--- config.mk ---
export PLATFORM = sky130hd
export DESIGN_NAME = float_addsub_pipe
export DESIGN_NICKNAME = d
export VERILOG_FILES = /design/src/rtl/float_pkg.sv /design/src/rtl/float_lzc.sv /design/src/rtl/float_addsub_pipe.sv
export SDC_FILE = /design/constraint.sdc
export NUM_CORES = 1
export LEC_CHECK = 0
export CAP_MARGIN = 40
export CORE_MARGIN = 2
export CORE_UTILIZATION = 45
export DETAILED_ROUTE_END_ITERATION = 7
export MAX_ROUTING_LAYER = met4
export PLACE_DENSITY = 0.66
export SETUP_SLACK_MARGIN = 0.2
export SKIP_LAST_GASP = 1
export SLEW_MARGIN = 20
export SYNTH_ARGS = -nofsm -noshare
export SYNTH_HDL_FRONTEND = slang
export SYNTH_SLANG_ARGS = --single-unit
--- constraint.sdc ---
create_clock -name clock -period 5.1 [get_ports clock]
set_input_delay 1.02 -clock clock [delete_from_list [all_inputs] [get_ports clock]]
set_output_delay 1.02 -clock clock [all_outputs]
set_load 0.02 [all_outputs]
--- src/rtl/float_pkg.sv ---
// Shared constants for the pipelined floating-point adder/subtractor.
// Holds the default field widths and the constants derived from them
// (word width, exponent bias, all-ones exponent, canonical quiet NaN),
// the bit positions inside the 4-bit flags word, and the pipeline latency.
// No ports; imported by the datapath modules and the bench.
package float_pkg;

  localparam int DEF_EXP_W = 5;
  localparam int DEF_MAN_W = 10;
  localparam int DEF_W     = 1 + DEF_EXP_W + DEF_MAN_W;
  localparam int DEF_BIAS  = (1 << (DEF_EXP_W - 1)) - 1;

  localparam logic [DEF_EXP_W-1:0] DEF_EXP_ONES = '1;
  localparam logic [DEF_W-1:0]     DEF_QNAN     =
    {1'b0, DEF_EXP_ONES, 1'b1, {(DEF_MAN_W-1){1'b0}}};

  // flags = {nan, overflow, underflow, zero}
  localparam int FLAG_W    = 4;
  localparam int FLAG_NAN  = 3;
  localparam int FLAG_OVF  = 2;
  localparam int FLAG_UNF  = 1;
  localparam int FLAG_ZERO = 0;

  // Register stages between the input sample and the output register.
  localparam int LATENCY = 4;

endpackage

--- src/rtl/float_lzc.sv ---
// Combinational leading-zero counter.
// Ports:
//   vec   : WIDTH-bit input vector
//   count : number of zeros above the most significant set bit
//           (WIDTH when vec is all zeros)
module float_lzc #(
  parameter int WIDTH = 15
) (
  input  logic [WIDTH-1:0]           vec,
  output logic [$clog2(WIDTH+1)-1:0] count
);

  localparam int CW = $clog2(WIDTH + 1);

  // Ascending scan: the last hit is the highest set bit.
  always_comb begin
    count = CW'(WIDTH);
    for (int i = 0; i < WIDTH; i++) begin
      if (vec[i]) begin
        count = CW'(WIDTH - 1 - i);
      end
    end
  end

endmodule

--- src/rtl/float_addsub_pipe.sv ---
// Pipelined floating-point add/subtract, {sign, exp, man} format,
// round to nearest even, subnormals flushed to zero.
// A sample taken at an enabled edge appears on the outputs after the
// fourth following enabled edge.
// Ports:
//   clock     : sole clock, rising edge
//   rst       : synchronous active-high reset (wins over ce)
//   ce        : pipeline advance enable, 0 freezes everything
//   in_valid  : adata/bdata/op qualify this cycle
//   adata     : operand A
//   bdata     : operand B
//   op        : 0 = A+B, 1 = A-B
//   out_valid : cdata/flags qualify this cycle
//   cdata     : result word
//   flags     : {nan, overflow, underflow, zero}, 0 when out_valid=0
module float_addsub_pipe
  import float_pkg::*;
#(
  parameter int EXP_W = DEF_EXP_W,
  parameter int MAN_W = DEF_MAN_W
) (
  input  logic                   clock,
  input  logic                   rst,
  input  logic                   ce,
  input  logic                   in_valid,
  input  logic [EXP_W+MAN_W:0]   adata,
  input  logic [EXP_W+MAN_W:0]   bdata,
  input  logic                   op,
  output logic                   out_valid,
  output logic [EXP_W+MAN_W:0]   cdata,
  output logic [FLAG_W-1:0]      flags
);

  localparam int W     = 1 + EXP_W + MAN_W;
  localparam int SIG_W = MAN_W + 1;          // significand with hidden bit
  localparam int AW    = MAN_W + 4;          // significand + guard/round/sticky
  localparam int SW    = MAN_W + 5;          // aligned width + carry-out
  localparam int LZW   = $clog2(SW + 1);
  localparam int XW    = ((EXP_W > LZW) ? EXP_W : LZW) + 2;

  localparam logic [EXP_W-1:0]      EXP_ONES = '1;
  localparam logic [W-1:0]          QNAN     = {1'b0, EXP_ONES, 1'b1, {(MAN_W-1){1'b0}}};
  localparam logic signed [XW-1:0]  EXP_MIN  = XW'(1);
  localparam logic signed [XW-1:0]  EXP_MAX  = XW'((1 << EXP_W) - 2);

  // ---------------------------------------------------------------------
  // Pipeline registers
  // ---------------------------------------------------------------------
  logic [LATENCY:1]   valid_reg;

  // Side-band carried unchanged through the stages; index = stage number.
  logic               sb_special_reg [1:LATENCY];
  logic [W-1:0]       sb_word_reg    [1:LATENCY];
  logic               sb_nan_reg     [1:LATENCY];
  logic               sb_sign_reg    [1:LATENCY];
  logic               sb_eff_sub_reg [1:LATENCY];
  logic [EXP_W-1:0]   sb_exp_reg     [1:LATENCY];

  logic [SIG_W-1:0]   s1_sig_l_reg;
  logic [SIG_W-1:0]   s1_sig_s_reg;
  logic [EXP_W-1:0]   s1_delta_reg;
  logic [AW-1:0]      s2_sig_l_reg;
  logic [AW-1:0]      s2_sig_s_reg;
  logic [SW-1:0]      s3_sum_reg;
  logic [SW-1:0]      s4_sum_reg;
  logic [LZW-1:0]     s4_lz_reg;

  // ---------------------------------------------------------------------
  // Stage 1: unpack, classify, order by magnitude
  // ---------------------------------------------------------------------
  logic               a_sign, b_sign;
  logic [EXP_W-1:0]   a_exp, b_exp;
  logic [MAN_W-1:0]   a_man, b_man;
  logic               a_zero, b_zero, a_inf, b_inf, a_nan, b_nan;
  logic [W-2:0]       a_mag, b_mag;
  logic               a_first;
  logic [SIG_W-1:0]   a_sig, b_sig;
  logic               special_next;
  logic [W-1:0]       special_word_next;
  logic               special_nan_next;

  assign a_sign = adata[W-1];
  assign b_sign = bdata[W-1] ^ op;     // subtraction flips B's sign
  assign a_exp  = adata[W-2:MAN_W];
  assign b_exp  = bdata[W-2:MAN_W];
  assign a_man  = adata[MAN_W-1:0];
  assign b_man  = bdata[MAN_W-1:0];

  assign a_zero = (a_exp == '0);
  assign b_zero = (b_exp == '0);
  assign a_inf  = (a_exp == EXP_ONES) && (a_man == '0);
  assign b_inf  = (b_exp == EXP_ONES) && (b_man == '0);
  assign a_nan  = (a_exp == EXP_ONES) && (a_man != '0);
  assign b_nan  = (b_exp == EXP_ONES) && (b_man != '0);

  // Flushed subnormals must compare as zero, hence the masking.
  assign a_mag   = a_zero ? '0 : adata[W-2:0];
  assign b_mag   = b_zero ? '0 : bdata[W-2:0];
  assign a_first = (a_mag >= b_mag);

  assign a_sig = a_zero ? '0 : {1'b1, a_man};
  assign b_sig = b_zero ? '0 : {1'b1, b_man};

  always_comb begin
    special_next      = 1'b0;
    special_word_next = '0;
    special_nan_next  = 1'b0;
    if (a_nan || b_nan || (a_inf && b_inf && (a_sign != b_sign))) begin
      special_next      = 1'b1;
      special_word_next = QNAN;
      special_nan_next  = 1'b1;
    end else if (a_inf) begin
      special_next      = 1'b1;
      special_word_next = {a_sign, EXP_ONES, {MAN_W{1'b0}}};
    end else if (b_inf) begin
      special_next      = 1'b1;
      special_word_next = {b_sign, EXP_ONES, {MAN_W{1'b0}}};
    end
  end

  // ---------------------------------------------------------------------
  // Stage 2: align the smaller significand with guard/round/sticky
  // ---------------------------------------------------------------------
  logic [AW-1:0] align_ext;
  logic [AW-1:0] lost_mask;
  logic [AW-1:0] aligned_next;

  always_comb begin
    align_ext = {s1_sig_s_reg, 3'b000};
    lost_mask = ~({AW{1'b1}} << s1_delta_reg);
    if (32'(s1_delta_reg) >= 32'(MAN_W + 3)) begin
      // Everything lands below the round bit: only stickiness survives.
      aligned_next = {{(AW-1){1'b0}}, |s1_sig_s_reg};
    end else begin
      aligned_next = (align_ext >> s1_delta_reg)
                   | {{(AW-1){1'b0}}, |(align_ext & lost_mask)};
    end
  end

  // ---------------------------------------------------------------------
  // Stage 3: add or subtract (larger minus smaller never goes negative)
  // ---------------------------------------------------------------------
  logic [SW-1:0] sum_next;

  assign sum_next = sb_eff_sub_reg[2] ? ({1'b0, s2_sig_l_reg} - {1'b0, s2_sig_s_reg})
                                      : ({1'b0, s2_sig_l_reg} + {1'b0, s2_sig_s_reg});

  // Leading-zero count of the raw sum, registered into stage 4.
  logic [LZW-1:0] lz_next;

  float_lzc #(.WIDTH(SW)) u_lzc (
    .vec   (s3_sum_reg),
    .count (lz_next)
  );

  // ---------------------------------------------------------------------
  // Output stage: normalise, round, pack, classify
  // ---------------------------------------------------------------------
  // Shifting left by the LZC puts the leading one at the top bit for every
  // case, including carry-out (lz=0), so one extraction serves all paths;
  // the exponent gains 1 for the carry position and loses lz.
  logic [SW-1:0]           norm;
  logic [SIG_W-1:0]        sig_pre;
  logic                    guard_bit, sticky_bit, round_up;
  logic [SIG_W:0]          sig_rnd;
  logic                    rnd_carry;
  logic [MAN_W-1:0]        man_out;
  logic signed [XW-1:0]    exp_norm, exp_final;
  logic [W-1:0]            res_word;
  logic [FLAG_W-1:0]       res_flags;

  assign norm       = s4_sum_reg << s4_lz_reg;
  assign sig_pre    = norm[SW-1:4];
  assign guard_bit  = norm[3];
  assign sticky_bit = |norm[2:0];
  assign round_up   = guard_bit & (sticky_bit | sig_pre[0]);
  assign sig_rnd    = {1'b0, sig_pre} + {{SIG_W{1'b0}}, round_up};
  assign rnd_carry  = sig_rnd[SIG_W];
  assign man_out    = rnd_carry ? sig_rnd[MAN_W:1] : sig_rnd[MAN_W-1:0];

  assign exp_norm  = $signed({{(XW-EXP_W){1'b0}}, sb_exp_reg[4]}) + EXP_MIN
                   - $signed({{(XW-LZW){1'b0}}, s4_lz_reg});
  assign exp_final = exp_norm + $signed({{(XW-1){1'b0}}, rnd_carry});

  always_comb begin
    res_word  = '0;
    res_flags = '0;
    if (sb_special_reg[4]) begin
      res_word            = sb_word_reg[4];
      res_flags[FLAG_NAN] = sb_nan_reg[4];
    end else if (s4_sum_reg == '0) begin
      // Cancellation gives +0; same-sign zeros keep their sign.
      res_word             = {sb_sign_reg[4] & ~sb_eff_sub_reg[4], {(W-1){1'b0}}};
      res_flags[FLAG_ZERO] = 1'b1;
    end else if (exp_final < EXP_MIN) begin
      res_word             = {sb_sign_reg[4], {(W-1){1'b0}}};
      res_flags[FLAG_UNF]  = 1'b1;
      res_flags[FLAG_ZERO] = 1'b1;
    end else if (exp_final > EXP_MAX) begin
      res_word            = {sb_sign_reg[4], EXP_ONES, {MAN_W{1'b0}}};
      res_flags[FLAG_OVF] = 1'b1;
    end else begin
      res_word = {sb_sign_reg[4], exp_final[EXP_W-1:0], man_out};
    end
  end

  // ---------------------------------------------------------------------
  // Control path: valid bits and output register (reset overrides ce)
  // ---------------------------------------------------------------------
  always_ff @(posedge clock) begin
    if (rst) begin
      valid_reg <= '0;
      out_valid <= 1'b0;
      cdata     <= '0;
      flags     <= '0;
    end else if (ce) begin
      valid_reg <= {valid_reg[LATENCY-1:1], in_valid};
      out_valid <= valid_reg[LATENCY];
      cdata     <= valid_reg[LATENCY] ? res_word  : '0;
      flags     <= valid_reg[LATENCY] ? res_flags : '0;
    end
  end

  // ---------------------------------------------------------------------
  // Datapath registers: qualified by the valid bits, so no reset needed
  // ---------------------------------------------------------------------
  always_ff @(posedge clock) begin
    if (ce) begin
      sb_special_reg[1] <= special_next;
      sb_word_reg[1]    <= special_word_next;
      sb_nan_reg[1]     <= special_nan_next;
      sb_sign_reg[1]    <= a_first ? a_sign : b_sign;
      sb_eff_sub_reg[1] <= a_sign ^ b_sign;
      sb_exp_reg[1]     <= a_first ? a_exp : b_exp;
      for (int i = LATENCY; i >= 2; i--) begin
        sb_special_reg[i] <= sb_special_reg[i-1];
        sb_word_reg[i]    <= sb_word_reg[i-1];
        sb_nan_reg[i]     <= sb_nan_reg[i-1];
        sb_sign_reg[i]    <= sb_sign_reg[i-1];
        sb_eff_sub_reg[i] <= sb_eff_sub_reg[i-1];
        sb_exp_reg[i]     <= sb_exp_reg[i-1];
      end

      s1_sig_l_reg <= a_first ? a_sig : b_sig;
      s1_sig_s_reg <= a_first ? b_sig : a_sig;
      s1_delta_reg <= a_first ? (a_exp - b_exp) : (b_exp - a_exp);

      s2_sig_l_reg <= {s1_sig_l_reg, 3'b000};
      s2_sig_s_reg <= aligned_next;

      s3_sum_reg   <= sum_next;

      s4_sum_reg   <= s3_sum_reg;
      s4_lz_reg    <= lz_next;
    end
  end

endmodule
==> metrics.md, run 1 <==
| Metric | Value |
|---|---|
| Status | complete, no violations |
| Drt first pass iters | 5 |
| Synth unique cells | 72 |
| Syn avg cell area | 10.59 um2 |
| Root Buffer Master | clkbuf_16 |
| Worst EP required | 5.42 ns |
| Final non-filler cell total | 1207 |
| # setup viols final | 0 |
| TritonCTS Sinks | 155 |
| Placed Cells | 1169 |
| EDFF count, synth | 130 |
| Largest net degree at the start of global routing | 65 |
| Vias in the first global route | 6280 |
| Remaining DRCs | 0 |
| Max-slew headroom | 47.99% |
| Most used DFF post-synth | edfxtp_1 |
| Initial antenna violation count | 0 |
| Die area | 21620 um2 |
| # diodes | 0 |
| Global route total overflow | 0 |
| Crit share post-route | 91.18% |
| Minimum setup slack among reg-to-reg paths | 0.45 ns |
| Hold buffer count at cts | 0 |
| Clk_skew | 0.01450 ns |
| Final nets | 1021 |
| Max_cap viols | 0 |
| Hold path depth | 0 |
| RSZ-0062 raised after global routing | true |
| Achievable Freq | 215.0 MHz |
| Clock transition at path regs | 0.07 ns |
| CP Launch Type | register |
| Critical Path End Type | register |
| Yosys Warn Count | 0 |
| Cell leakage power | 4.185 nW |
| Worst vdd ir | 0.1788 mV |
| Fillers | 1808 |
| Vias/cell | 5.419 |
| DPL Wire Length | 13100 um |
| Slew Viols, Final | 0 |
| Layout Utilization | 53.05% |
| Share of layout cells above drive strength 1 | 10.67% |
| Reg2reg start | s4_lz_reg[0] |
| Synth-to-Final Area Change | 16.23% |
| Sequential area share after synthesis | 47.85% |
| Number of flip-flops in the largest register | 20 |
| Cells after synthesis | 869 |
| DP Worst Slack | 0.2416 ns |
| H-tree Lvls | 4 |
| CP max FO | 8 |
| DR iter-0 viols | 425 |
| Post-layout power | 3.683 mW |
| GRT Overall Usage | 17.50% |
| Area of the core | 20170 um2 |
| Register-to-Register Path Depth | 20 |
| Hold Crit Class | register to register |
| CTS buffer count | 17 |
| Setup WS post-layout | 0.4498 ns |
| Die width | 147.0 um |
| Worst-Margin Slew | 0.7773 ns |
| Kind of critical path | register to register |
| Antenna Nets Post-Route | 0 |
| Via count | 6541 |
| Syn nets | 966 |
| Die H | 147.0 um |
| Min-Delay Endpoint | sb_exp_reg[0][18] |
| Cell area power density | 344.3 nW/um2 |
| Crit path DAT | 4.97 ns |
| Row cnt | 52 |
| Worst-case clock buffer depth | 2 |
| Post-synthesis cell area | 9205 um2 |
| Effective utilization at floorplan | 45.64% |
| Final count of hold timing violations | 0 |
| Routed len/inst | 14.67 um |
| PortBufs | 57 |
| First-pass GRT wire length | 29800 um |
| Clk Latency, worst-skew pair | 0.43 ns |
| Setup TNS | 0 ns |
| Total wire length | 17710 um |
| I/O pin cnt | 58 |
| Hold path start | sb_exp_reg[0][13] |
| RD Place Congestion | 0.8948 |
| CTS tree | built |
| Tmin final | 4.650 ns |
| #FFs+latches synth | 155 |
| Asr flop ratio synth | 0% |
| Worst R2R End | cdata[3] |
## cells in the final DEF (no fill, tap or decap), types with 4 or more instances in the layout
| cell | netlist | routed |
|---|---|---|
| a31oi_1 | 8 | 8 |
| nor2_1 | 63 | 62 |
| clkdlybuf4s50_1 | 0 | 56 |
| o21a_1 | 5 | 5 |
| nand2b_1 | 7 | 7 |
| inv_1 | 72 | 72 |
| buf_4 | 2 | 18 |
| inv_8 | 0 | 4 |
| fa_1 | 4 | 4 |
| and2_1 | 4 | 4 |
| mux2_2 | 14 | 13 |
| mux2i_1 | 27 | 27 |
| xor2_1 | 9 | 8 |
| mux4_2 | 13 | 14 |
| nor2b_1 | 9 | 8 |
| or4_1 | 4 | 4 |
| clkbuf_16 | 0 | 18 |
| nor4_1 | 8 | 8 |
| nand2_1 | 77 | 77 |
| ha_1 | 56 | 56 |
| a21oi_1 | 60 | 60 |
| edfxtp_1 | 130 | 130 |
| dfxtp_1 | 25 | 25 |
| a211oi_1 | 15 | 14 |
| nand3b_1 | 4 | 4 |
| a21o_1 | 15 | 15 |
| xnor2_1 | 18 | 18 |
| o21ai_0 | 48 | 48 |
| o21bai_1 | 6 | 6 |
| a22o_1 | 4 | 4 |
| nor3_1 | 34 | 34 |
| nand3_1 | 25 | 25 |
## critical path, stage by stage, from the launching register on
cell and delay, ns:
edfxtp_1 0.42, buf_12 0.17, buf_4 0.17, mux4_2 0.33
nand2_1 0.06, a31o_2 0.26, nand3b_1 0.24, nor3b_4 0.26
xnor2_1 0.09, ha_1 0.17, a21o_1 0.15, ha_1 0.20
fa_1 0.49, or3_1 0.39, nor3_1 0.15, mux2_4 0.21
a211oi_4 0.07, nor3b_1 0.17, buf_4 0.19, a32o_1 0.24
a21o_1 0.14
## Yosys cell counts (18+ instances only)
library cell / n / area, um2
inv_1: 72 / 270.3
a21oi_1: 60 / 300.3
nor3_1: 34 / 170.2
dfxtp_1: 25 / 500.5
ha_1: 56 / 700.7
nand2_1: 77 / 289.0
clkbuf_1: 26 / 97.59
mux2i_1: 27 / 270.3
nor2_1: 63 / 236.5
nand3_1: 25 / 125.1
xnor2_1: 18 / 157.7
edfxtp_1: 130 / 3904
o21ai_0: 48 / 240.2
## area by class of cell
type                            count  area [um2]  area share, %
Sequential cell                   155        4404          41.16
Multi-Input combinational cell    599        4358          40.73
Timing Repair Buffer               77       760.7          7.110
Clock buffer                       17       425.4          3.976
Tap cell                          270       337.8          3.158
Inverter                           74       277.8          2.596
Clock inverter                     15       135.1          1.263
## worst max-delay path by stage
stage                 start          endpoint  slack, ns  cells after the start
2_1_floorplan  s4_lz_reg[0]          cdata[4]       0.52                     19
4_1_cts        s4_lz_reg[0]          cdata[4]       0.23                     18
3_3_place_gp      bdata[11]  s1_sig_s_reg[10]       0.15                     12
3_5_place_dp   s4_lz_reg[0]          cdata[8]       0.24                     18
5_1_grt        s4_lz_reg[0]          cdata[3]       0.17                     20
6_report       s4_lz_reg[0]          cdata[3]       0.45                     20
## kinds of logic after synthesis
family	share of synthesized area [%]
AOI/OAI and AO/OA	14.01
xor gates and xnor gates	2.569
adders and majority gates	8.482
buffers and inverters	5.247
DFF	47.85
muxes	8.686
and+or+nand+nor	13.16
## metrics by stage
stage	instance area [um2]	hold slack, ns
floorplan	9205	0.4003
global placement	10020	0.4006
detailed placement	10040	0.4045
CTS	10600	0.4196
global route	10700	0.4254
finish	10700	0.4183
## layer usage
| layer | vias to the layer above | track usage (%) | share of wire, % |
|---|---|---|---|
| met3 | 25 | 3.199 | 3.6 |
| met4 | 0 | 5.913 | 1.7 |
| li1 | 3307 | - | - |
| met2 | 146 | 28.64 | 49 |
| met1 | 3063 | 22.10 | 46 |
| met5 | - | - | 0 |
## power breakdown
part	switching [mW]	internal, mW
Clock	0.526	0.640
Combinational	0.444	0.396
Sequential	0.134	1.54
Total	1.10	2.58
## what timing repair did
| item | in CTS | in global routing |
|---|---|---|
| resized for setup | 0 | 11 |
| endpoints found under the setup margin | 0 | 9 |
| buffers inserted | 0 | 5 |
No activity file was read; power rests on OpenSTA's default activity.
==> inputs of run 2 (changes only) <==
--- a/config.mk
+++ b/config.mk
@@ -9,7 +9,6 @@
 export CORE_MARGIN = 2
 export CORE_UTILIZATION = 45
 export DETAILED_ROUTE_END_ITERATION = 7
-export MAX_ROUTING_LAYER = met4
 export PLACE_DENSITY = 0.66
 export SETUP_SLACK_MARGIN = 0.2
 export SKIP_LAST_GASP = 1
==> run 2 against run 1 <==
Fmax decreased by 3.8%. Sequential cell count unchanged. Sequential power about the same. Clock power rose by 3%. Sequential share of layout area fell by 0.17 points. Via count grew 0.23%. Hold slack lost 0.0056 ns. Clock skew rose by 0.0042 ns. Clock-buffer cell count did not move. Total power up 1.4%. First-iteration DRC count decreased by 19%.
==> metrics.md, run 2 (synthesized netlist as in run 1, its figures left out) <==
| Metric | Value |
|---|---|
| CTS tree | built |
| Synth-to-Final Area Change | 16.72% |
| Final nets | 1021 |
| Kind of critical path | register to register |
| Worst EP required | 5.43 ns |
| Largest net degree at the start of global routing | 67 |
| Number of flip-flops in the largest register | 20 |
| Minimum setup slack among reg-to-reg paths | 0.27 ns |
| # diodes | 0 |
| Critical Path End Type | register |
| Hold Crit Class | register to register |
| Worst R2R End | cdata[3] |
| # setup viols final | 0 |
| Max-slew headroom | 47.27% |
| TritonCTS Sinks | 155 |
| I/O pin cnt | 58 |
| Area of the core | 20170 um2 |
| Slowest stage delay, CP | 0.52 ns |
| Effective utilization at floorplan | 45.64% |
| RD Place Congestion | 0.8831 |
| Placed Cells | 1169 |
| Final count of hold timing violations | 0 |
| Max_cap viols | 0 |
| Die width | 147.0 um |
| Die area | 21620 um2 |
| Fillers | 1815 |
| Reg2reg start | s4_lz_reg[0] |
| Cell leakage power | 4.208 nW |
| CP Launch Type | register |
| Remaining DRCs | 0 |
| Share of layout cells above drive strength 1 | 10.57% |
| Drt first pass iters | 5 |
| Worst-Margin Slew | 0.7910 ns |
| Global route total overflow | 0 |
| DR iter-0 viols | 343 |
| Worst-case clock buffer depth | 2 |
| Die H | 147.0 um |
| CP max FO | 13 |
| Worst vdd ir | 0.2133 mV |
| Status | complete, no violations |
| Total wire length | 17770 um |
| Achievable Freq | 207.0 MHz |
| Hold path start | sb_exp_reg[0][9] |
| Antenna Nets Post-Route | 0 |
| CTS buffer count | 17 |
| Critical path's slowest cell | mux4_2 |
| Min-Delay Endpoint | sb_exp_reg[0][14] |
| DPL Wire Length | 13110 um |
| First-pass GRT wire length | 29550 um |
| Initial antenna violation count | 0 |
| Cells along the critical path | buf_12, mux2_2, mux4_2, a41o_1, nor3b_4, xnor2_1, ha_1, a21o_1, ha_1, fa_1, or3_1, nor3_1, mux2_4, a211oi_4, nor3b_1, buf_4, a32o_1, a21o_1 |
| PortBufs | 57 |
| Crit path DAT | 5.16 ns |
| Most common cell after layout, fill and taps aside | edfxtp_1 |
| Cell area power density | 347.5 nW/um2 |
| Clock transition at path regs | 0.07 ns |
| RSZ-0062 raised after global routing | false |
| Tmin final | 4.832 ns |
| GRT Overall Usage | 16.83% |
| Setup TNS | 0 ns |
| H-tree Lvls | 4 |
| Final non-filler cell total | 1207 |
| Clk_skew | 0.01870 ns |
| Most frequent cells in the layout | edfxtp_1 (130), nand2_1 (77), inv_1 (72), nor2_1 (62), a21oi_1 (60) |
| Slew Viols, Final | 0 |
| Row cnt | 52 |
| Crit share post-route | 94.74% |
| Via count | 6556 |
| Vias in the first global route | 6327 |
| Vias/cell | 5.432 |
| Hold path depth | 0 |
| Routed len/inst | 14.72 um |
| Hold buffer count at cts | 0 |
| Root Buffer Master | clkbuf_16 |
| Register-to-Register Path Depth | 18 |
| Clk Latency, worst-skew pair | 0.43 ns |
run 2: critical path: cells and delay by family, from the launching register on:
kind / cells / cell delay (ns)
AOI/OAI and AO/OA: 5 / 0.88
xor gates and xnor gates: 1 / 0.13
adders and majority gates: 3 / 0.85
buffers and inverters: 2 / 0.36
DFF: 1 / 0.45
muxes: 3 / 1.10
and+or+nand+nor: 4 / 0.94
run 2: what timing repair did:
item,4_1_cts,5_1_grt
cloned,0,1
gates resized for setup,1,8
pin swaps,0,1
setup endpoints to repair,4,9
setup buffers,0,5
run 2: worst max-delay path by stage:
stage,start,end,slack (ns)
floorplan,s4_lz_reg[0],cdata[4],0.52
global placement,adata[11],s1_sig_s_reg[10],0.18
detailed placement,s4_lz_reg[0],cdata[8],0.12
CTS,s4_lz_reg[0],cdata[6],0.23
global route,s4_lz_reg[0],cdata[3],0.10
finish,s4_lz_reg[0],cdata[3],0.27
run 2: cell type report:
class	count	area, um2	area share [%]
sequential	155	4404	40.99
multi-input combinational	599	4364	40.62
tap	270	337.8	3.144
clock inverter	15	153.9	1.432
timing repair buffer	77	780.7	7.267
inverter	74	277.8	2.585
clock buffer	17	425.4	3.959
run 2: metrics by stage:
stage / hold WS, ns / area [um2] / setup slack [ns] / utilization, % / power, mW
after CTS: 0.4132 / 10630 / 0.2321 / 52.70 / 3.724
after floorplan: 0.4003 / 9205 / 0.5159 / - / 2.280
final: 0.4127 / 10740 / 0.2681 / 53.27 / 3.734
after global routing: 0.4232 / 10740 / 0.1027 / 53.27 / 3.932
after detailed placement: 0.4045 / 10040 / 0.1223 / 49.80 / 2.508
after global placement: 0.4002 / 10020 / 0.1848 / 49.67 / 2.489
run 2: power breakdown:
group          switching [mW]  internal, mW  total, mW
clock                   0.525         0.687       1.21
combinational           0.447         0.399      0.847
sequential              0.132          1.54       1.67
total                    1.10          2.63       3.73
run 2: routing by layer:
metal / track usage, % / up-vias / part of all wire (%)
li1: - / 3300 / -
met1: 21.28 / 3079 / 45
met2: 28.92 / 148 / 49
met3: 3.447 / 29 / 3.7
met4: 5.817 / 0 / 1.5
met5: 0 / - / 0
==> inputs of run 3 (changes only) <==
--- a/config.mk
+++ b/config.mk
@@ -8,6 +8,7 @@
 export CAP_MARGIN = 40
 export CORE_MARGIN = 2
 export CORE_UTILIZATION = 45
+export CTS_CLUSTER_DIAMETER = 150
 export DETAILED_ROUTE_END_ITERATION = 7
 export PLACE_DENSITY = 0.66
 export SETUP_SLACK_MARGIN = 0.2
==> results of run 3 <==
No change in the layout: final DEF, timing and power equal those of run 2.
